[config.mk]
export PLATFORM = sky130hd
export DESIGN_NAME = key_debouncer
export DESIGN_NICKNAME = d
export VERILOG_FILES = /design/src/rtl/key_debouncer.sv
export SDC_FILE = /design/constraint.sdc
export NUM_CORES = 1
export LEC_CHECK = 0
export ABC_AREA = 1
export CAP_MARGIN = 20
export CORE_ASPECT_RATIO = 0.7
export CORE_MARGIN = 8
export CORE_UTILIZATION = 63
export CTS_CLUSTER_SIZE = 30
export DETAILED_ROUTE_END_ITERATION = 10
export MAX_ROUTING_LAYER = met4
export PLACE_DENSITY = 0.8
export SYNTH_ARGS = -nofsm -noshare
export SYNTH_HDL_FRONTEND = slang
export SYNTH_SLANG_ARGS = --single-unit
[constraint.sdc]
create_clock -name i_clk -period 1.8 [get_ports i_clk]
set_input_delay 0.18 -clock i_clk [delete_from_list [all_inputs] [get_ports i_clk]]
set_output_delay 0.18 -clock i_clk [all_outputs]
set_load 0.1 [all_outputs]
[src/rtl/key_debouncer.sv]
// Purpose: per-key 2-flop synchroniser plus debounce FSM for active-low push-buttons; emits a press pulse and a clean level.
// Latency: o_pulse/o_level change DEB_CYCLES+2 edges after the first edge that samples a stable new key state.
// Backpressure: none; free-running, outputs registered. Optional auto-repeat via `define KEY_AUTOREPEAT_EN.
module key_debouncer #(
    parameter int NUM_KEYS      = 4,
    parameter int DEB_CYCLES    = 500000,
    parameter int HOLD_CYCLES   = 25000000,
    parameter int REPEAT_CYCLES = 10000000
) (
    input  logic                i_clk,
    input  logic                i_rst_n,
    input  logic [NUM_KEYS-1:0] i_key_n,
    output logic [NUM_KEYS-1:0] o_pulse,
    output logic [NUM_KEYS-1:0] o_level
);

    localparam int MAX_A   = (DEB_CYCLES > HOLD_CYCLES) ? DEB_CYCLES : HOLD_CYCLES;
    localparam int MAX_CYC = (MAX_A > REPEAT_CYCLES) ? MAX_A : REPEAT_CYCLES;
    localparam int CNT_W   = $clog2(MAX_CYC) + 1;

    typedef logic [CNT_W-1:0] cnt_t;
    typedef enum logic [1:0] {S_IDLE, S_PWAIT, S_PRESSED, S_RWAIT} state_t;

    localparam cnt_t DEB_LAST = cnt_t'(DEB_CYCLES - 1);
`ifdef KEY_AUTOREPEAT_EN
    localparam cnt_t HOLD_LAST = cnt_t'(HOLD_CYCLES - 1);
    localparam cnt_t REP_LAST  = cnt_t'(REPEAT_CYCLES - 1);
`endif

    logic [NUM_KEYS-1:0] sync1;
    logic [NUM_KEYS-1:0] sync2;
    state_t              state     [NUM_KEYS];
    state_t              state_nxt [NUM_KEYS];
    cnt_t                cnt       [NUM_KEYS];
    cnt_t                cnt_nxt   [NUM_KEYS];
    logic [NUM_KEYS-1:0] pulse_nxt;
    logic [NUM_KEYS-1:0] level_nxt;
`ifdef KEY_AUTOREPEAT_EN
    // Set once the initial hold pulse has fired; later pulses use the repeat period.
    logic [NUM_KEYS-1:0] rep;
    logic [NUM_KEYS-1:0] rep_nxt;
`endif

    // Two-flop synchroniser; idles released (1) so reset never looks like a press.
    always_ff @(posedge i_clk or negedge i_rst_n) begin
        if (!i_rst_n) begin
            sync1 <= '1;
            sync2 <= '1;
        end else begin
            sync1 <= i_key_n;
            sync2 <= sync1;
        end
    end

    // Per-key state, stability counter and registered outputs.
    always_ff @(posedge i_clk or negedge i_rst_n) begin
        if (!i_rst_n) begin
            for (int k = 0; k < NUM_KEYS; k++) begin
                state[k] <= S_IDLE;
                cnt[k]   <= '0;
            end
            o_pulse <= '0;
            o_level <= '0;
        end else begin
            for (int k = 0; k < NUM_KEYS; k++) begin
                state[k] <= state_nxt[k];
                cnt[k]   <= cnt_nxt[k];
            end
            o_pulse <= pulse_nxt;
            o_level <= level_nxt;
        end
    end

`ifdef KEY_AUTOREPEAT_EN
    // Hold/repeat phase flag, cleared whenever a key leaves S_PRESSED.
    always_ff @(posedge i_clk or negedge i_rst_n) begin
        if (!i_rst_n) begin
            rep <= '0;
        end else begin
            rep <= rep_nxt;
        end
    end
`endif

    // Next-state logic: debounce windows on press and release, pulse only on entry to S_PRESSED.
    always_comb begin
        pulse_nxt = '0;
        level_nxt = '0;
`ifdef KEY_AUTOREPEAT_EN
        rep_nxt   = '0;
`endif
        for (int k = 0; k < NUM_KEYS; k++) begin
            state_nxt[k] = state[k];
            cnt_nxt[k]   = cnt[k];
            case (state[k])
                S_IDLE: begin
                    if (!sync2[k]) begin
                        state_nxt[k] = S_PWAIT;
                        cnt_nxt[k]   = cnt_t'(1);
                    end
                end
                S_PWAIT: begin
                    if (sync2[k]) begin
                        state_nxt[k] = S_IDLE;
                        cnt_nxt[k]   = '0;
                    end else if (cnt[k] == DEB_LAST) begin
                        state_nxt[k] = S_PRESSED;
                        cnt_nxt[k]   = '0;
                        pulse_nxt[k] = 1'b1;
                    end else begin
                        cnt_nxt[k] = cnt[k] + cnt_t'(1);
                    end
                end
                S_PRESSED: begin
                    if (sync2[k]) begin
                        state_nxt[k] = S_RWAIT;
                        cnt_nxt[k]   = cnt_t'(1);
                    end else begin
`ifdef KEY_AUTOREPEAT_EN
                        rep_nxt[k] = rep[k];
                        if (!rep[k] && cnt[k] == HOLD_LAST) begin
                            pulse_nxt[k] = 1'b1;
                            cnt_nxt[k]   = '0;
                            rep_nxt[k]   = 1'b1;
                        end else if (rep[k] && cnt[k] == REP_LAST) begin
                            pulse_nxt[k] = 1'b1;
                            cnt_nxt[k]   = '0;
                        end else begin
                            cnt_nxt[k] = cnt[k] + cnt_t'(1);
                        end
`else
                        cnt_nxt[k] = '0;
`endif
                    end
                end
                S_RWAIT: begin
                    if (!sync2[k]) begin
                        state_nxt[k] = S_PRESSED;
                        cnt_nxt[k]   = '0;
                    end else if (cnt[k] == DEB_LAST) begin
                        state_nxt[k] = S_IDLE;
                        cnt_nxt[k]   = '0;
                    end else begin
                        cnt_nxt[k] = cnt[k] + cnt_t'(1);
                    end
                end
                default: begin
                    state_nxt[k] = S_IDLE;
                    cnt_nxt[k]   = '0;
                end
            endcase
            level_nxt[k] = (state_nxt[k] == S_PRESSED) || (state_nxt[k] == S_RWAIT);
        end
    end

endmodule

==> impl_metrics.tcl <==
set metrics [dict create \
    status "finished clean" \
    clk_path_buf_depth 2 \
    cp_num_buf_inv 2 \
    critical_path.top_delay_family "simple AND/OR/NAND/NOR gates" \
    vias 7012 \
    synthDistinctLibCells 39 \
    synth_ff_type "dfrtp_1" \
    dr.pass1.iters 6 \
    seqPwrFrac 0.420 \
    hold_end "sync1[1]" \
    drv_cap 0 \
    yosysMostFrequentCell "nand2_1" \
    multiInputGateArea_um2 3852 \
    numCtsBuffers 17 \
    slew_headroom 0.6279 \
    skew_ns 0.009576 \
    intPower_w 0.005423 \
    gr-usage-met1 0.3299 \
    min_period_ns 1.695 \
    crit_required_ns 2.09 \
    cp.arrival_ns 1.99 \
    cts_tree "built" \
    powerDensity_nw_per_um2 807.5 \
    antenna_found_initial 0 \
    synth_edf_count 0 \
    regArea_um2 3188 \
    dp_hpwl_um 12060 \
    setup_viol 0 \
    synth_common_cells "351 x nand2_1, 130 x nand3_1, 123 x inv_1" \
    placed_area_um2 7900 \
    path_cells "ha_2 -> nand2_1 -> nor2_1 -> inv_1 -> nor2_1 -> nand3_1 -> nand2_2 -> inv_2 -> nand3_1 -> nand2_1" \
    synthesis.area_um2 7587 \
    clock_power_share 0.541 \
    grt_use_met3 0.05040 \
    port_buffers 13 \
    fmax_mhz 590.1 \
    path_class "register to register" \
    cp-end-kind "register" \
    use_met2 0.3515 \
    max_stage_delay_ns 0.39 \
    synthTopCellsByArea "dfrtp_1 39%, nand2_1 17%, nand3_1 8.6%, inv_1 6.1%, nor2_1 5.3%" \
    pre_cts_slack_ns -0.04062 \
    grt_pass1_wl_um 30660 \
    gp_congestion 0.9247 \
    netSwitchingFraction 0.2233 \
    fill_cells 939 \
    routed_wl_um 17430 \
    yosysSeqAreaShare 0.4202 \
    cts_root_buf "clkbuf_16" \
    p_leak_nw 4.100 \
    core_um2 11730 \
    hold_path.class "primary input to register" \
    slowest_stage "dfrtp_1" \
    ys_warn_count 0 \
    cts_sinks 127 \
    clk_latency_ns 0.42 \
    fin_area_um2 8647 \
    async_flop_share 1.000 \
    fin_nets 1109 \
    n_antenna_cell 0 \
    ir_worst_vdd_mv 0.9238 \
    hold_viol 0 \
    startpoint "cnt[52]" \
    netlist_instances 1064 \
    grt.total_usage 0.2390 \
    wl_per_cell_um 13.74 \
    crit_fanout 14 \
    worst_pin_slew_ns 0.5548 \
    layout-drive-gt1-share 0.1070 \
    ant_nets 0 \
    syn_to_final_growth_pct 13.97 \
    slew_violations 0 \
    rr_worst_depth 10 \
    r2r-start "cnt[52]" \
    start_util 0.6470 \
    avgSynthCellArea_um2 7.131 \
    dieHeight_um 107.8 \
    std_cell_rows 33 \
    synth_nets 1074 \
    cp-start-kind "register" \
    rrSetupSlack_ns 0.11 \
    grt_max_degree 57 \
    cts.htree.levels 4 \
    fin_crit_sh 0.9414 \
    route.detailed.drc 0 \
    p_sw_w 0.001560 \
    hold_start "i_key_n[1]" \
    path_clk_slew_ns 0.05 \
    synth_seq_cells 127 \
    dieArea_um2 15870 \
    via_per_inst 5.526 \
    grt_pass1_vias 6564 \
    pin_count 14 \
    fp.dieW_um 147.2 \
    synth_top_cell_area_share 0.3925 \
    comb_power_share 0.038 \
    hold_depth 1 \
    r2r-end "cnt[68]" \
    initialDrtViolationCount 549 \
    yosysTopAreaCell "dfrtp_1" \
    gr-total-overflow 0 \
    busiest_layer "met2" \
    setup_slack_ns 0.1055 \
]
[state kept, by name, summed over array words and instances (netlist names)]
signal / flops
o_pulse: 4
cnt: 104
sync1: 4
o_level: 3
sync2: 4
state: 8
[worst max-delay path by stage]
stage,endpoint,slack [ns],cells past startpoint
final,cnt[68],0.11,10
after CTS,cnt[68],0.07,10
after global routing,state[1],-0.002,8
after global placement,cnt[42],0.05,8
after floorplan,cnt[44],0.34,9
after detailed placement,cnt[44],-0.04,8
[power groups by stage]
stage,Sequential [W],Combinational (W),Clock (W)
5_1_grt,0.00294,0.000305,0.00391
4_1_cts,0.00293,0.000268,0.00380
2_1_floorplan,0.00298,0.000141,0
3_3_place_gp,0.00298,0.000256,0
3_5_place_dp,0.00299,0.000262,0
6_report,0.00294,0.000268,0.00378
[per-stage QoR]
stage               setup TNS [ns]  total power [W]  hold slack, ns    util  cells
finish                           0         0.006983          0.1676  0.7374   1269
CTS                              0         0.007003          0.1594  0.7314   1265
floorplan                        0         0.003118         -0.1156       -   1064
global route             -0.002424         0.007154          0.1609  0.7374   1269
global placement                 0         0.003239          0.1663  0.6737   1232
detailed placement         -0.1563         0.003247          0.1717  0.6737   1232
[layout make-up]
cell class | instances | area share
flip-flops and latches | 127 | 0.3687
multi-input cells | 792 | 0.4455
clock inverters | 12 | 0.02113
inverters | 127 | 0.05513
clock buffers | 20 | 0.05397
repair buffers | 34 | 0.03285
well taps | 157 | 0.02272
[worst register-to-register path, stage by stage (launching register included)]
cell and delay [ns]:
dfrtp_1 0.39, ha_2 0.22, nand2_1 0.08, nor2_1 0.11
inv_1 0.06, nor2_1 0.15, nand3_1 0.10, nand2_2 0.13
inv_2 0.14, nand3_1 0.12, nand2_1 0.07
[per-layer routing]
layer	share of wire	wire length (um)
met5	0	0
met4	0.0099	173
met3	0.060	1048
met2	0.44	7655
met1	0.49	8553
[placed cells by master (no fill, tap or decap), types with 4 or more instances in the layout]
master           count
a21o_1               6
a21oi_1              4
buf_4               27
bufinv_16            4
clkbuf_16           17
clkdlybuf4s50_1      4
dfrtp_1            119
dfstp_2              8
inv_1              123
nand2_1            350
nand2_2              8
nand3_1            130
nand4_1             30
nor2_1             108
nor2_2               9
nor2_4              13
nor3_1               8
o21ai_0             36
o21bai_1             5
o22ai_1             20
xnor2_1             11
xor2_1              28
[cells by family after synthesis]
| group | count (synthesis) | synth area share |
|---|---|---|
| AO/OA/AOI/OAI | 81 | 0.06481 |
| XOR/XNOR | 39 | 0.04502 |
| adder cells (fa/ha/maj) | 4 | 0.006597 |
| buffers and inverters | 146 | 0.08196 |
| flip-flops | 127 | 0.4202 |
| AND/OR/NAND/NOR | 667 | 0.3814 |
[repair_timing]
item,4_1_cts,5_1_grt
setup endpoints to repair,13,48
endpoints found under the hold margin,47,0
gates resized for setup,3,10
pin swaps,0,2
buffers inserted,0,3
hold buffers,1,0
gates cloned,0,1
(Power assumes the default switching activity.)
